### src/rtl/thumb_imm_expander.sv
// thumb_imm_expander
// Extracts and expands the immediate field of a Thumb halfword stream into a
// DATA_W-bit value, one result per accepted halfword with one cycle of latency.
// 32-bit BL encodings are handled by holding the prefix halfword until its
// suffix arrives; pairing violations raise a one-cycle error pulse.
//
// Encoding overlap: the suffix pattern (11x1 in the top nibble) also covers
// the 16-bit conditional branch space (1101). With no prefix held, a halfword
// that has a valid 16-bit decode is taken as that decode, and only otherwise
// undecodable suffix patterns are reported as an orphan suffix. With a prefix
// held, the halfword is always taken as the second half of the 32-bit pair.
module thumb_imm_expander #(
    parameter int DATA_W     = 32,
    parameter bit ENABLE_T32 = 1'b1
) (
    input  logic              clk_i,
    input  logic              rst_n_i,
    input  logic              instr_valid_i,
    input  logic [15:0]       instr_i,
    input  logic              stall_i,
    input  logic              flush_i,
    output logic [DATA_W-1:0] imm_o,
    output logic              imm_valid_o,
    output logic [2:0]        imm_kind_o,
    output logic              t32_pending_o,
    output logic              err_o
);

    localparam logic [0:0] ST_IDLE = 1'b0;
    localparam logic [0:0] ST_PAIR = 1'b1;

    localparam logic [2:0] KIND_NONE   = 3'd0;
    localparam logic [2:0] KIND_SHIFT  = 3'd1;
    localparam logic [2:0] KIND_ALU    = 3'd2;
    localparam logic [2:0] KIND_MEM    = 3'd3;
    localparam logic [2:0] KIND_ADDR   = 3'd4;
    localparam logic [2:0] KIND_BRANCH = 3'd5;
    localparam logic [2:0] KIND_BL     = 3'd6;

    // Single-halfword decode, packed as {valid, kind[2:0], imm[DATA_W-1:0]}.
    function automatic logic [DATA_W+3:0] decode16(input logic [15:0] h);
        logic              vld;
        logic [2:0]        kind;
        logic [DATA_W-1:0] imm;
        vld  = 1'b1;
        kind = KIND_NONE;
        imm  = {DATA_W{1'b0}};
        if (h[15:11] == 5'b00000) begin
            kind = KIND_SHIFT;
            imm  = DATA_W'(h[10:6]);
        end else if ((h[15:11] == 5'b00001) || (h[15:11] == 5'b00010)) begin
            kind = KIND_SHIFT;
            if (h[10:6] == 5'd0) begin
                imm = DATA_W'(6'd32);
            end else begin
                imm = DATA_W'(h[10:6]);
            end
        end else if (h[15:10] == 6'b000111) begin
            kind = KIND_ALU;
            imm  = DATA_W'(h[8:6]);
        end else if (h[15:13] == 3'b001) begin
            kind = KIND_ALU;
            imm  = DATA_W'(h[7:0]);
        end else if (h[15:6] == 10'b0100001001) begin
            kind = KIND_ALU;
            imm  = {DATA_W{1'b0}};
        end else if (h[15:12] == 4'b0110) begin
            kind = KIND_MEM;
            imm  = DATA_W'({h[10:6], 2'b00});
        end else if (h[15:12] == 4'b0111) begin
            kind = KIND_MEM;
            imm  = DATA_W'(h[10:6]);
        end else if (h[15:12] == 4'b1000) begin
            kind = KIND_MEM;
            imm  = DATA_W'({h[10:6], 1'b0});
        end else if (h[15:12] == 4'b1001) begin
            kind = KIND_MEM;
            imm  = DATA_W'({h[7:0], 2'b00});
        end else if (h[15:12] == 4'b1010) begin
            kind = KIND_ADDR;
            imm  = DATA_W'({h[7:0], 2'b00});
        end else if (h[15:8] == 8'b10110000) begin
            kind = KIND_ADDR;
            imm  = DATA_W'({h[6:0], 2'b00});
        end else if ((h[15:12] == 4'b1101) && (h[11:9] != 3'b111)) begin
            kind = KIND_BRANCH;
            imm  = DATA_W'($signed({h[7:0], 1'b0}));
        end else if (h[15:11] == 5'b11100) begin
            kind = KIND_BRANCH;
            imm  = DATA_W'($signed({h[10:0], 1'b0}));
        end else begin
            vld  = 1'b0;
            kind = KIND_NONE;
            imm  = {DATA_W{1'b0}};
        end
        return {vld, kind, imm};
    endfunction

    logic [0:0]        state_r,   state_nx_s;
    logic              pfx_s_r,   pfx_s_nx_s;
    logic [9:0]        pfx_imm_r, pfx_imm_nx_s;
    logic [DATA_W-1:0] imm_r,     imm_nx_s;
    logic              vld_r,     vld_nx_s;
    logic [2:0]        kind_r,    kind_nx_s;
    logic              err_r,     err_nx_s;

    logic              accept_s;
    logic              is_prefix_s;
    logic              is_suffix_s;
    logic [DATA_W+3:0] dec_s;
    logic [24:0]       bl_off_s;

    assign accept_s    = instr_valid_i && !stall_i && !flush_i;
    assign is_prefix_s = ENABLE_T32 && (instr_i[15:11] == 5'b11110);
    assign is_suffix_s = ENABLE_T32 && (instr_i[15:14] == 2'b11) && instr_i[12];
    assign dec_s       = decode16(instr_i);
    assign bl_off_s    = {pfx_s_r, ~(instr_i[13] ^ pfx_s_r), ~(instr_i[11] ^ pfx_s_r),
                          pfx_imm_r, instr_i[10:0], 1'b0};

    // Next-state and next-output selection: flush, then stall, then acceptance.
    always_comb begin
        state_nx_s   = state_r;
        pfx_s_nx_s   = pfx_s_r;
        pfx_imm_nx_s = pfx_imm_r;
        imm_nx_s     = imm_r;
        kind_nx_s    = kind_r;
        vld_nx_s     = 1'b0;
        err_nx_s     = 1'b0;
        if (flush_i) begin
            state_nx_s   = ST_IDLE;
            pfx_s_nx_s   = 1'b0;
            pfx_imm_nx_s = 10'd0;
            imm_nx_s     = {DATA_W{1'b0}};
            kind_nx_s    = KIND_NONE;
        end else if (stall_i) begin
            vld_nx_s = vld_r;
            err_nx_s = err_r;
        end else if (accept_s) begin
            imm_nx_s  = {DATA_W{1'b0}};
            kind_nx_s = KIND_NONE;
            case (state_r)
                ST_PAIR: begin
                    if (is_prefix_s) begin
                        pfx_s_nx_s   = instr_i[10];
                        pfx_imm_nx_s = instr_i[9:0];
                        err_nx_s     = 1'b1;
                    end else if (is_suffix_s) begin
                        state_nx_s   = ST_IDLE;
                        pfx_s_nx_s   = 1'b0;
                        pfx_imm_nx_s = 10'd0;
                        imm_nx_s     = DATA_W'($signed(bl_off_s));
                        kind_nx_s    = KIND_BL;
                        vld_nx_s     = 1'b1;
                    end else begin
                        state_nx_s   = ST_IDLE;
                        pfx_s_nx_s   = 1'b0;
                        pfx_imm_nx_s = 10'd0;
                        err_nx_s     = 1'b1;
                        vld_nx_s     = dec_s[DATA_W+3];
                        kind_nx_s    = dec_s[DATA_W+2:DATA_W];
                        imm_nx_s     = dec_s[DATA_W-1:0];
                    end
                end
                default: begin
                    if (is_prefix_s) begin
                        state_nx_s   = ST_PAIR;
                        pfx_s_nx_s   = instr_i[10];
                        pfx_imm_nx_s = instr_i[9:0];
                    end else if (dec_s[DATA_W+3]) begin
                        vld_nx_s  = 1'b1;
                        kind_nx_s = dec_s[DATA_W+2:DATA_W];
                        imm_nx_s  = dec_s[DATA_W-1:0];
                    end else if (is_suffix_s) begin
                        err_nx_s = 1'b1;
                    end else begin
                        err_nx_s = 1'b0;
                    end
                end
            endcase
        end else begin
            vld_nx_s = 1'b0;
            err_nx_s = 1'b0;
        end
    end

    // State, held prefix and registered outputs.
    always_ff @(posedge clk_i or negedge rst_n_i) begin
        if (!rst_n_i) begin
            state_r   <= ST_IDLE;
            pfx_s_r   <= 1'b0;
            pfx_imm_r <= 10'd0;
            imm_r     <= {DATA_W{1'b0}};
            kind_r    <= KIND_NONE;
            vld_r     <= 1'b0;
            err_r     <= 1'b0;
        end else begin
            state_r   <= state_nx_s;
            pfx_s_r   <= pfx_s_nx_s;
            pfx_imm_r <= pfx_imm_nx_s;
            imm_r     <= imm_nx_s;
            kind_r    <= kind_nx_s;
            vld_r     <= vld_nx_s;
            err_r     <= err_nx_s;
        end
    end

    assign imm_o         = imm_r;
    assign imm_kind_o    = kind_r;
    assign imm_valid_o   = vld_r;
    assign err_o         = err_r;
    assign t32_pending_o = (state_r == ST_PAIR);

endmodule

### config.mk
export PLATFORM = sky130hd
export DESIGN_NAME = thumb_imm_expander
export DESIGN_NICKNAME = d
export VERILOG_FILES = /design/src/rtl/thumb_imm_expander.sv
export SDC_FILE = /design/constraint.sdc
export NUM_CORES = 1
export LEC_CHECK = 0
export ABC_AREA = 1
export CAP_MARGIN = 5
export CORE_UTILIZATION = 40
export CTS_BUF_LIST = sky130_fd_sc_hd__clkbuf_4 sky130_fd_sc_hd__clkbuf_8
export CTS_CLUSTER_SIZE = 24
export DETAILED_ROUTE_END_ITERATION = 8
export GPL_ROUTABILITY_DRIVEN = 0
export PLACE_DENSITY = 0.71
export SLEW_MARGIN = 15
export SYNTH_ARGS = -nofsm -noshare
export SYNTH_HDL_FRONTEND = slang
export SYNTH_SLANG_ARGS = --single-unit
### constraint.sdc
create_clock -name clk_i -period 2.7 [get_ports clk_i]
set_input_delay 0.27 -clock clk_i [delete_from_list [all_inputs] [get_ports clk_i]]
set_output_delay 0.27 -clock clk_i [all_outputs]
set_load 0.01 [all_outputs]
* Word level (Yosys, flattened, before mapping)
Cells that the tools add are included.
Word-level totals: register bits 49, input port bits 21, output and inout bits 38, word-level logic and storage cells 130
Cells by class: eq/ne operators 17, muxes and demuxes 89, bitwise logic cells 4, reductions and logical operators 13
Operators by type and width (number):
- 2-to-1 mux 32 bit | 21
- 2-to-1 mux 3 bit | 21
- 2-to-1 mux 10 bit | 6
- 2-to-1 mux 1 bit | 40
- == test 4 bit, second input constant | 4
- == test 10 x 9 -> 1 bit, second input constant | 1
- == test 5 bit, second input constant | 2
- logical NOT 5 bit | 2
- == test 4 x 3 -> 1 bit, second input constant | 2
- == test 8 bit, second input constant | 1
- == test 6 x 3 -> 1 bit, second input constant | 1
- 2-to-1 mux 6 bit | 1
- == test 5 x 1 -> 1 bit, second input constant | 1
- == test 5 x 2 -> 1 bit, second input constant | 1
- logical AND 1 bit | 4
- == test 3 x 1 -> 1 bit, second input constant | 1
- inequality test 3 bit, second input constant | 1
- AND reduction 3 bit | 1
- nonzero test 3 bit | 1
- == test 2 bit, second input constant | 1
- logical NOT 1 bit | 2
- inequality test 2 x 1 -> 1 bit, second input constant | 1
- NOT 1 bit | 2
- AND reduction 2 bit | 1
- 3 further kinds | 4

* Logic depth before layout (Yosys ltp)
word-level depth 20, mapped depth 18, depth with buffers taken out 17

* Worst setup path after synthesis
No wires, ideal clock.
path type register to register, start point register state_r, in the netlist t32_pending_o, end point register imm_r[7], in the netlist imm_o[7], setup time 126 ps, data arrival time 1466 ps, data required time 2574 ps, slack 1108 ps, cell stages (with the launch flop) 11, path buffers 1, period minus slack after synthesis 1592 ps, cells stage by stage dfrtp_1 buf_2 clkinv_1 nor2_2 inv_2 nand2_1 inv_1 o21ai_1 nor3_1 a22oi_1 o21ai_1
On the way: cells in the longest elaborated chain, start to end 4
Ends and longest elaborated chain:
- from (decl) | line 99 | logic [0:0] state_r, state_nx_s;
- from (signal assigned) | line 197 | state_r <= state_nx_s;
- 2-to-1 mux 32 bit | line 141 | case (state_r)
- 2-to-1 mux 32 bit | line 138 | end else if (accept_s) begin
- 2-to-1 mux 32 bit | line 135 | end else if (stall_i) begin
- 2-to-1 mux 32 bit | line 129 | if (flush_i) begin
- to (signal assigned) | line 192 | imm_r <= {DATA_W{1'b0}};
- to (signal assigned) | line 200 | imm_r <= imm_nx_s;
- to (decl) | line 102 | logic [DATA_W-1:0] imm_r, imm_nx_s;
Every way passes these cells. The select of a mux whose other input is x is not followed. A chain may end at the register's enable or synchronous reset.

* Worst setup path after layout
start point input instr_i[9], end point register imm_r[5], in the netlist imm_o[5]
On the way: cells in the longest elaborated chain, start to end 20, elaborated cells between the ends (all ways) 38, those cells by class eq/ne: 3; mux: 33; reduce/logical: 2
Ends and longest elaborated chain:
- from (decl) | line 19 | input logic [15:0] instr_i,
- inequality test 3 bit | line 85 | end else if ((h[15:12] == 4'b1101) && (h[11:9] != 3'b111)) begin
- logical AND 1 bit | line 85
- 2-to-1 mux 32 bit or 2-to-1 mux 1 bit (tied branches) | line 85
- 2-to-1 mux 32 bit or 2-to-1 mux 1 bit (tied branches) | line 82 | end else if (h[15:8] == 8'b10110000) begin
- 2-to-1 mux 32 bit or 2-to-1 mux 1 bit (tied branches) | line 79 | end else if (h[15:12] == 4'b1010) begin
- 2-to-1 mux 32 bit or 2-to-1 mux 1 bit (tied branches) | line 76 | end else if (h[15:12] == 4'b1001) begin
- 2-to-1 mux 32 bit or 2-to-1 mux 1 bit (tied branches) | line 73 | end else if (h[15:12] == 4'b1000) begin
- 2-to-1 mux 32 bit or 2-to-1 mux 1 bit (tied branches) | line 70 | end else if (h[15:12] == 4'b0111) begin
- [4 not listed]
- 2-to-1 mux 32 bit or 2-to-1 mux 1 bit (tied branches) | line 51 | end else if ((h[15:11] == 5'b00001) || (h[15:11] == 5'b00010)) begin
- 2-to-1 mux 32 bit or 2-to-1 mux 1 bit (tied branches) | line 48 | if (h[15:11] == 5'b00000) begin
- 2-to-1 mux 32 bit (on tied branches) | line 169, 147
- 2-to-1 mux 32 bit (on tied branches) | line 165, 143
- 2-to-1 mux 32 bit (*) | line 141
- 2-to-1 mux 32 bit (*) | line 138
- 2-to-1 mux 32 bit (*) | line 135
- 2-to-1 mux 32 bit (*) | line 129
Every way passes the cells marked *; elsewhere a longest branch is shown, timed or not. The select of a mux whose other input is x is not followed.

==> results.py <==
metrics = {
    "run_status": {
        "status": "complete, but fails checks",
        "failed_checks": "DRC",
    },
    "clock_tree": {
        "clockBufferDepth": 2,
        "numCtsBuffers": 5,
        "worstSkewPairLatency_ns": 0.29,
        "root_buffer": "clkbuf_8",
        "cts_sinks": 42,
        "ctsHoldBuffers": 0,
        "path_clk_slew_ns": 0.08,
        "cts_setup_buffers": 0,
        "cts_resized": 0,
        "cts_tree": "done",
        "htreeDepth": 2,
    },
    "finish": {
        "layout_common_cells": "nand2_1 (114), clkdlybuf4s50_1 (57), dfrtp_1 (42)",
        "diodes": 0,
        "drive_gt1_frac": 0.1378,
        "mostFrequentLayoutCell": "nand2_1",
        "fin_util": 0.5264,
        "nNetsFinal": 441,
        "synthToLayoutAreaGrowth_pct": 25.32,
    },
    "synth": {
        "synth_seq_area_share": 0.3896,
        "synthArstFlopShare": 1.000,
        "synth_fp_nets": 389,
        "synth-seq-cells": 42,
        "ys_types": 39,
        "synth-edff-count": 0,
        "syn_inst": 368,
        "synth_ff_type": "dfrtp_1",
        "synth_area_per_cell_um2": 7.330,
        "syn_area_um2": 2698,
        "yosys_warnings": 0,
    },
    "detailed_routing": {
        "vias": 2712,
        "firstDrtPassIters": 7,
        "totalWireLength_mm": 7.358,
        "wire_per_inst_um": 14.78,
        "ant_nets": 0,
        "drt_iter0_markers": 222,
        "drc": 4,
        "vias_per_cell": 5.446,
    },
    "worst_setup_path": {
        "startpoint": "instr_i[9]",
        "r2r_cells": 9,
        "crit_type": "in -> reg",
        "timing.rr.start": "t32_pending_o$_DFFE_PN0P_",
        "critPathRequiredTime_ns": 2.89,
        "cp.arrival_ns": 2.21,
        "crit-reg2reg-capture": "imm_o[7]$_DFFE_PN0P_",
        "cp-start-kind": "input port",
        "critPathCapture": "imm_o[5]$_DFFE_PN0P_",
        "end_kind": "flop",
        "rrSetupSlack_ns": 0.74,
        "crit_fanout": 8,
    },
    "global_routing": {
        "grt-ovfl-total": 0,
        "grt_max_degree": 43,
        "grt_pass1_vias": 2608,
        "antenna_found_initial": 0,
        "gr-usage-all-layers": 0.2187,
        "grt_pass1_wl_mm": 12.26,
    },
    "placement": {
        "portBuffers": 58,
        "dp_hpwl_mm": 5.703,
        "pre_cts_ws_ns": 0.4081,
    },
    "power": {
        "p_per_area_nw_per_um2": 408.4,
        "combPwrFrac": 0.198,
        "intPower_uw": 987.2,
        "p_sw_uw": 393.6,
        "power.leakage_uw": 0.001626,
        "swShare": 0.2851,
        "p_clk_frac": 0.303,
        "peakVddDrop_mv": 0.1642,
        "seq_power_share": 0.499,
    },
    "flow_run": {
        "maxCapViolations": 0,
    },
    "sta": {
        "maxSlewViolCount": 0,
        "slew_headroom": 0.3929,
        "hold_viol": 0,
        "post-route-period-util": 0.7496,
        "fmax_mhz": 494.1,
        "setup_violations": 0,
        "period_needed_ns": 2.024,
        "setup_slack_ns": 0.6762,
        "worst_slew_pin_slew_ns": 0.9106,
        "tns_ns": 0,
        "worst_clock_skew_ns": 0.003456,
        "rsz0062_at_grt": "no",
    },
    "floorplan": {
        "start_util": 0.4200,
        "io-pin-count": 59,
        "die_height_um": 84.12,
        "std_cell_rows": 29,
        "die_area_um2": 7076,
        "die_w_um": 84.12,
        "core-area_um2": 6422,
    },
    "min_path": {
        "hp-class": "in -> async",
    },
}
## how the worst min path moves through the flow
stage                 start                     to  slack, ns  cells past startpoint
finish              rst_n_i  imm_o[12]$_DFFE_PN0P_       0.11                      1
floorplan           rst_n_i      err_o$_DFFE_PN0P_      -0.03                      0
global route        rst_n_i  imm_o[13]$_DFFE_PN0P_       0.20                      1
CTS                 rst_n_i  imm_o[12]$_DFFE_PN0P_       0.14                      1
detailed placement  rst_n_i  imm_o[12]$_DFFE_PN0P_       0.45                      1
global placement    rst_n_i  imm_o[12]$_DFFE_PN0P_       0.45                      1
## kinds of logic (layout without fill, tap and decap cells)
kind of cell,after synthesis,in the layout,share of synthesized area
XOR/XNOR,2,2,0.006495
buffers and inverters,60,113,0.1090
flip-flops,42,42,0.3896
AO/OA/AOI/OAI,75,75,0.1832
AND/OR/NAND/NOR,189,189,0.3117
## cell usage after synthesis, types with 3 or more instances
cell | number | area share
nand2_1 | 114 | 0.16
dfrtp_1 | 42 | 0.39
nand3_1 | 30 | 0.056
inv_1 | 26 | 0.036
nor2_1 | 24 | 0.033
o21ai_0 | 18 | 0.033
a21oi_1 | 15 | 0.028
o21ai_2 | 12 | 0.039
inv_2 | 11 | 0.015
buf_4 | 10 | 0.028
o21ai_1 | 9 | 0.017
buf_2 | 6 | 0.011
a22oi_1 | 5 | 0.014
nand4_1 | 5 | 0.012
clkbuf_1 | 4 | 0.0056
nand2_2 | 3 | 0.0070
nor2_2 | 3 | 0.0070
o211ai_1 | 3 | 0.0083
## through the flow
| step | hold slack (ns) | total power [µW] | cells | instance area (µm²) |
|---|---|---|---|---|
| 6_report | 0.1062 | 1381 | 498 | 3381 |
| 5_1_grt | 0.2012 | 1453 | 498 | 3381 |
| 4_1_cts | 0.1367 | 1389 | 498 | 3381 |
| 3_5_place_dp | 0.4541 | 970.4 | 490 | 3286 |
| 3_3_place_gp | 0.4499 | 966.4 | 490 | 3286 |
| 2_1_floorplan | -0.02559 | 854.8 | 368 | 2698 |
## final cells by class
class / instances / area [µm²]
multi-input combinational: 266 / 1353
fill: 615 / 3042
clock inverter: 1 / 5.005
sequential: 42 / 1051
timing repair buffer: 67 / 643.1
clock buffer: 7 / 90.09
tap: 77 / 96.34
inverter: 38 / 142.6
## routing by layer
metal / global-route usage / wire (µm) / up-vias
li1: - / - / 1306
met1: 0.2877 / 3124 / 1226
met2: 0.3480 / 3369 / 148
met3: 0.03660 / 572 / 32
met4: 0.1113 / 292 / 0
met5: 0 / 0 / -
## registers in the layout (all words and copies together), names as in the netlist
signal / cells
imm_kind_o: 3
pfx_imm_r: 10
imm_valid_o: 1
err_o: 1
t32_pending_o: 1
imm_o: 25
pfx_s_r: 1
## power groups by stage
stage	Combinational (µW)	Clock, µW	Sequential [µW]
2_1_floorplan	154	0	701
3_3_place_gp	266	0	701
3_5_place_dp	269	0	702
4_1_cts	270	430	689
5_1_grt	301	458	693
6_report	273	418	689
## critical path, stage by stage
cell             delay (ns)
clkdlybuf4s50_1        0.72
inv_1                  0.15
nand2_1                0.12
nor2_1                 0.05
nand2_1                0.10
nand2_2                0.11
nand2_1                0.08
nand3_1                0.07
nand2_1                0.06
nand2_1                0.05
nand2_1                0.06
nand2_1                0.05
nand2_1                0.06
nand2_1                0.05
nand2_1                0.05
nand2_1                0.06
nand2_1                0.06
nand2_1                0.05
No activity file was read; power rests on OpenSTA's default activity.
